**config.mk**
```make
export PLATFORM = sky130hd
export DESIGN_NAME = wb_port_arbiter
export DESIGN_NICKNAME = d
export VERILOG_FILES = /design/src/rtl/riscv_pkg.sv /design/src/rtl/wb_sync_fifo.sv /design/src/rtl/wb_port_arbiter.sv
export SDC_FILE = /design/constraint.sdc
export NUM_CORES = 1
export LEC_CHECK = 0
export ABC_AREA = 0
export CORE_MARGIN = 2
export CORE_UTILIZATION = 51
export CTS_BUF_LIST = sky130_fd_sc_hd__clkbuf_2 sky130_fd_sc_hd__clkbuf_4 sky130_fd_sc_hd__clkbuf_8
export CTS_CLUSTER_DIAMETER = 60
export CTS_CLUSTER_SIZE = 25
export DETAILED_ROUTE_END_ITERATION = 16
export GPL_TIMING_DRIVEN = 0
export PLACE_DENSITY = 0.9
export SLEW_MARGIN = 20
export SYNTH_ARGS = -nofsm -noshare
export SYNTH_HDL_FRONTEND = slang
export SYNTH_SLANG_ARGS = --single-unit
```
**constraint.sdc**
```tcl
create_clock -name clk -period 3.1 [get_ports clk]
set_clock_uncertainty 0.1 [all_clocks]
set_input_delay 0.62 -clock clk [delete_from_list [all_inputs] [get_ports clk]]
set_output_delay 0.62 -clock clk [all_outputs]
set_load 0.05 [all_outputs]
```
**src/rtl/riscv_pkg.sv**
```systemverilog
// Shared core-wide widths and the writeback side-result entry type.
package riscv_pkg;

    localparam int unsigned REG_ADDR_W = 5;
    localparam int unsigned XLEN       = 32;
    localparam int unsigned WB_ENTRY_W = REG_ADDR_W + XLEN;

    typedef struct packed {
        logic [REG_ADDR_W-1:0] rd;
        logic [XLEN-1:0]       data;
    } wb_entry_t;

    // x0 is hardwired to zero, so a write there is consumed but never enabled.
    function automatic logic rd_writes(input logic [REG_ADDR_W-1:0] rd);
        return rd != '0;
    endfunction

endpackage

```
**src/rtl/wb_sync_fifo.sv**
```systemverilog
// Small synchronous FIFO for buffered side-unit results; power-of-two depth,
// asynchronous active-high reset clears pointers and occupancy.
module wb_sync_fifo #(
    parameter int unsigned Depth = 2,
    parameter int unsigned Width = 37
) (
    input  logic                   clk_i,
    input  logic                   rst_i,
    input  logic                   push_i,
    input  logic [Width-1:0]       wdata_i,
    input  logic                   pop_i,
    output logic [Width-1:0]       rdata_o,
    output logic [$clog2(Depth):0] count_o,
    output logic                   full_o,
    output logic                   empty_o
);

    localparam int unsigned PtrW = (Depth > 1) ? $clog2(Depth) : 1;
    localparam int unsigned CntW = $clog2(Depth) + 1;

    logic [Width-1:0] mem_q [Depth];
    logic [PtrW-1:0]  wr_ptr_q, wr_ptr_d;
    logic [PtrW-1:0]  rd_ptr_q, rd_ptr_d;
    logic [CntW-1:0]  count_q, count_d;
    logic             do_push, do_pop;

    assign full_o  = (count_q == CntW'(Depth));
    assign empty_o = (count_q == '0);
    assign count_o = count_q;
    assign rdata_o = mem_q[rd_ptr_q];

    // A full FIFO refuses a push even when it is popped the same cycle.
    assign do_push = push_i & ~full_o;
    assign do_pop  = pop_i & ~empty_o;

    always_comb begin
        wr_ptr_d = wr_ptr_q;
        rd_ptr_d = rd_ptr_q;
        count_d  = count_q;
        if (do_push) begin
            wr_ptr_d = wr_ptr_q + PtrW'(1);
        end
        if (do_pop) begin
            rd_ptr_d = rd_ptr_q + PtrW'(1);
        end
        count_d = count_q + CntW'(do_push) - CntW'(do_pop);
    end

    always_ff @(posedge clk_i or posedge rst_i) begin
        if (rst_i) begin
            wr_ptr_q <= '0;
            rd_ptr_q <= '0;
            count_q  <= '0;
        end else begin
            wr_ptr_q <= wr_ptr_d;
            rd_ptr_q <= rd_ptr_d;
            count_q  <= count_d;
        end
    end

    always_ff @(posedge clk_i) begin
        if (do_push) begin
            mem_q[wr_ptr_q] <= wdata_i;
        end
    end

endmodule

```
**src/rtl/wb_port_arbiter.sv**
```systemverilog
// Arbitrates the single register-file write port between the pipeline W stage
// and buffered side-unit results, with a starvation bound on the side path.
module wb_port_arbiter
    import riscv_pkg::*;
#(
    parameter int unsigned DEPTH    = 2,
    parameter int unsigned MAX_WAIT = 4
) (
    input  logic                    clk,
    input  logic                    rst,
    input  logic                    RegWriteW,
    input  logic [REG_ADDR_W-1:0]   RDW,
    input  logic [XLEN-1:0]         ResultW,
    output logic                    StallW,
    input  logic                    lu_valid,
    input  logic [REG_ADDR_W-1:0]   lu_rd,
    input  logic [XLEN-1:0]         lu_data,
    output logic                    lu_ready,
    output logic                    rf_we,
    output logic [REG_ADDR_W-1:0]   rf_rd,
    output logic [XLEN-1:0]         rf_wd,
    output logic [$clog2(DEPTH):0]  lu_pending
);

    localparam int unsigned WaitW = $clog2(MAX_WAIT + 1);

    logic [WB_ENTRY_W-1:0] head_raw;
    wb_entry_t             head;
    wb_entry_t             push_entry;
    logic                  fifo_full, fifo_empty;
    logic                  side_gnt, pipe_gnt, starved;

    logic [WaitW-1:0]      wait_cnt_q, wait_cnt_d;
    logic                  rf_we_q, rf_we_d;
    logic [REG_ADDR_W-1:0] rf_rd_q, rf_rd_d;
    logic [XLEN-1:0]       rf_wd_q, rf_wd_d;

    assign push_entry = '{rd: lu_rd, data: lu_data};
    assign head       = wb_entry_t'(head_raw);

    // Readiness depends only on registered occupancy, never on this cycle's valids.
    assign lu_ready = ~fifo_full;

    wb_sync_fifo #(
        .Depth (DEPTH),
        .Width (WB_ENTRY_W)
    ) u_fifo (
        .clk_i   (clk),
        .rst_i   (rst),
        .push_i  (lu_valid & lu_ready),
        .wdata_i (push_entry),
        .pop_i   (side_gnt),
        .rdata_o (head_raw),
        .count_o (lu_pending),
        .full_o  (fifo_full),
        .empty_o (fifo_empty)
    );

    assign starved  = (wait_cnt_q >= WaitW'(MAX_WAIT));
    assign side_gnt = ~fifo_empty & (~RegWriteW | starved);
    assign pipe_gnt = RegWriteW & ~side_gnt;
    assign StallW   = RegWriteW & side_gnt;

    always_comb begin
        wait_cnt_d = wait_cnt_q;
        if (fifo_empty || side_gnt) begin
            wait_cnt_d = '0;
        end else if (!starved) begin
            wait_cnt_d = wait_cnt_q + WaitW'(1);
        end
    end

    // Without a grant the address/data hold so the port does not toggle needlessly.
    always_comb begin
        rf_we_d = 1'b0;
        rf_rd_d = rf_rd_q;
        rf_wd_d = rf_wd_q;
        if (side_gnt) begin
            rf_we_d = rd_writes(head.rd);
            rf_rd_d = head.rd;
            rf_wd_d = head.data;
        end else if (pipe_gnt) begin
            rf_we_d = rd_writes(RDW);
            rf_rd_d = RDW;
            rf_wd_d = ResultW;
        end
    end

    always_ff @(posedge clk or posedge rst) begin
        if (rst) begin
            wait_cnt_q <= '0;
            rf_we_q    <= 1'b0;
            rf_rd_q    <= '0;
            rf_wd_q    <= '0;
        end else begin
            wait_cnt_q <= wait_cnt_d;
            rf_we_q    <= rf_we_d;
            rf_rd_q    <= rf_rd_d;
            rf_wd_q    <= rf_wd_d;
        end
    end

    assign rf_we = rf_we_q;
    assign rf_rd = rf_rd_q;
    assign rf_wd = rf_wd_q;

endmodule

```
==> impl_metrics.toml <==
[setup_path]
crit_path_end_kind = "output pin"
crit_path_start_kind = "flop"
cp_data_arrival_time_ps = 2170
rr_worst_depth = 10
crit_required_ps = 2380
cp_slowest_cell = "dlygate4sd2_1"
worstPathCellList = "or2_1 -> buf_4 -> buf_2 -> and3_1 -> dlygate4sd2_1"
crit_fanout = 10
critPathMaxStageDelay_ps = 540
crit_type = "reg2out"

[final_layout]
final_common_cell = "clkdlybuf4s50_1"
fin_util = 0.7076
final_cell_mix = "clkdlybuf4s50_1 (117), edfxtp_1 (74), dfrtp_1 (45)"
synthToLayoutAreaGrowth_pct = 36.38
nNetsFinal = 590
antenna_cells = 0
final_layout_size_suffix_gt1_frac = 0.1344

[detailed_routing]
drc = 0
first_pass_iters = 4
drtAntennaViolNets = 0
wl_met3_um = 659
drtIter0Drc = 265
viasPerCell = 5.604
wl_met2_um = 6543
top_layer = "met4"
via_count = 3665
finalWirelength_um = 12340
met1_length_um = 4975
wl_per_cell_um = 18.87

[clock_network]
cts.path.max_buffers = 2
cts_max_level = 4
holdBufCountCts = 0
clkTransAtPathRegs_ps = 70
cts.sinks = 119
cts-root-buf = "clkbuf_8"
numCtsBuffers = 17
insertion_delay_ps = 420
cts_tree = "built"

[sta]
slew_headroom = 0.5697
post-route-min-period_ps = 2887
layout_setup_ws_ps = 212.7
max_freq_ghz = 0.3463
setup_viol = 0
tightest_slew_ps = 643.9
drv_slew = 0
rsz0062_at_grt = "no"
hold_viol_final = 0
setup_tns_ps = 0
hold_slack_ps = 366.3
min_period_over_period = 0.9314

[yosys]
ys_top_cells_by_area = "edfxtp_1 (44%), dfrtp_1 (22%), o31ai_1 (4.8%), a2111oi_0 (4.2%), nor2b_1 (3.5%)"
ys_types = 35
yosysSeqAreaShare = 0.6663
synth_seq_cells = 119
synth_top_area_frac = 0.4422
synth_nets = 450
yosysTopAreaCell = "edfxtp_1"
yosysWarnings = 0
synth_area_um2 = 5025
synthCells = 368
syn_area_per_cell_um2 = 13.65

[grt]
grt_remaining_overflow = 0
grt_max_degree = 35
gr-usage-all-layers = 0.2415
grt_pass1_wl_um = 18800
antenna_found_initial = 0
grt_pass1_vias = 3802

[place]
place.gp.congestion = 0.7932
dp_hpwl_um = 8659
port_buffers = 118
pre_cts_ws_ps = 385.4

[pwr]
p_clk_frac = 0.199
swShare = 0.4141
p_leak_nw = 2.473
seq_power_share = 0.352
irDropWorstVdd_mv = 0.5283
power_density_nw_per_um2 = 1034
p_int_mw = 4.149
combPwrFrac = 0.450
p_sw_mw = 2.933

[hold_path]
hp-class = "in2async"

[floorplan]
rows = 36
die_h_um = 103.3
die_area_um2 = 10660
initial_core_util = 0.5189
die_width_um = 103.3
core_area_um2 = 9684
pin_count = 120

[flow_run]
cap_violations = 0

[status]
outcome = "complete, no violations"
[stage by stage]
| stage | std cells | instance area [µm²] | total power, mW |
|---|---|---|---|
| 2_1_floorplan | 368 | 5027 | 4.540 |
| 3_3_place_gp | 619 | 6375 | 5.515 |
| 3_5_place_dp | 622 | 6456 | 5.698 |
| 4_1_cts | 654 | 6853 | 7.107 |
| 5_1_grt | 654 | 6853 | 7.416 |
| 6_report | 654 | 6853 | 7.082 |
[power by group through the flow]
stage          clock network, mW  logic [mW]  registers [mW]
2_1_floorplan                  0        1.15            3.39
3_3_place_gp                   0        3.02            2.50
3_5_place_dp                   0        3.18            2.51
4_1_cts                     1.42        3.19            2.49
5_1_grt                     1.49        3.39            2.54
6_report                    1.41        3.19            2.49
[logic make-up after synthesis]
kind of cell	count (synthesis)	synth area share
fa+ha+maj	4	0.009961
compound gates	109	0.1683
mux	5	0.009961
simple gates	88	0.09263
xor+xnor	4	0.006971
buf+inv	39	0.04582
flops	119	0.6663
[flip-flops by register name, summed over array words and instances (netlist names)]
name             cells
rf_rd                5
rf_wd               32
rf_we                1
u_fifo.count_o       2
u_fifo.mem_q        74
u_fifo.rd_ptr_q      1
u_fifo.wr_ptr_q      1
wait_cnt_q           3
[worst max-delay path: cells and delay by family (launching register included)]
| kind | cells | cell delay, ps |
|---|---|---|
| flip-flops | 1 | 470 |
| AND/OR/NAND/NOR | 2 | 340 |
| buffers and inverters | 3 | 950 |
[per-layer routing]
metal	track usage	up-vias
met1	0.2987	1815
met2	0.4076	148
met5	0	-
met4	0.09312	0
met3	0.06586	14
li1	-	1688
[final cells by class]
class	count	area, µm²
flip-flops and latches	119	3348
fillers	672	2831
multi-input cells	210	1455
repair buffers	121	1255
clock buffers	18	241.5
plain buffers	32	203.9
well taps	133	166.4
clock inverters	14	156.4
inverters	7	26.28
[cell usage after synthesis (all sizes together)]
cell / count
a2111oi: 32
o211ai: 10
nor3b: 1
ha: 4
inv: 7
dfrtp: 45
a21oi: 32
nor2: 2
and3: 4
nor3: 3
xnor2: 4
o31ai: 32
o22a: 1
edfxtp: 74
o21ai: 1
mux2i: 5
nand2b: 2
nor4: 1
clkbuf: 5
and2b: 5
nor4b: 1
nand2: 39
o221ai: 1
or2: 1
buf: 27
or4: 1
nor2b: 28
[path summary, 6_finish.rpt]
kind | start | to | slack, ps
setup / recovery | u_fifo.count_o[0] | StallW | 210
hold / removal | rst | rf_wd[22] | 370
setup reg to reg | u_fifo.count_o[0] | u_fifo.count_o[1] | 760
hold reg to reg | rf_wd[27] | rf_wd[27] | 380
min in group clk | rf_wd[27] | rf_wd[27] | 380
max in group asynchronous | rst | rf_wd[12] | 2040
[what timing repair did]
item	4_1_cts	5_1_grt
setup buffers	0	0
gates resized for setup	1	0
setup endpoints to repair	1	0
(Power assumes the default switching activity.)
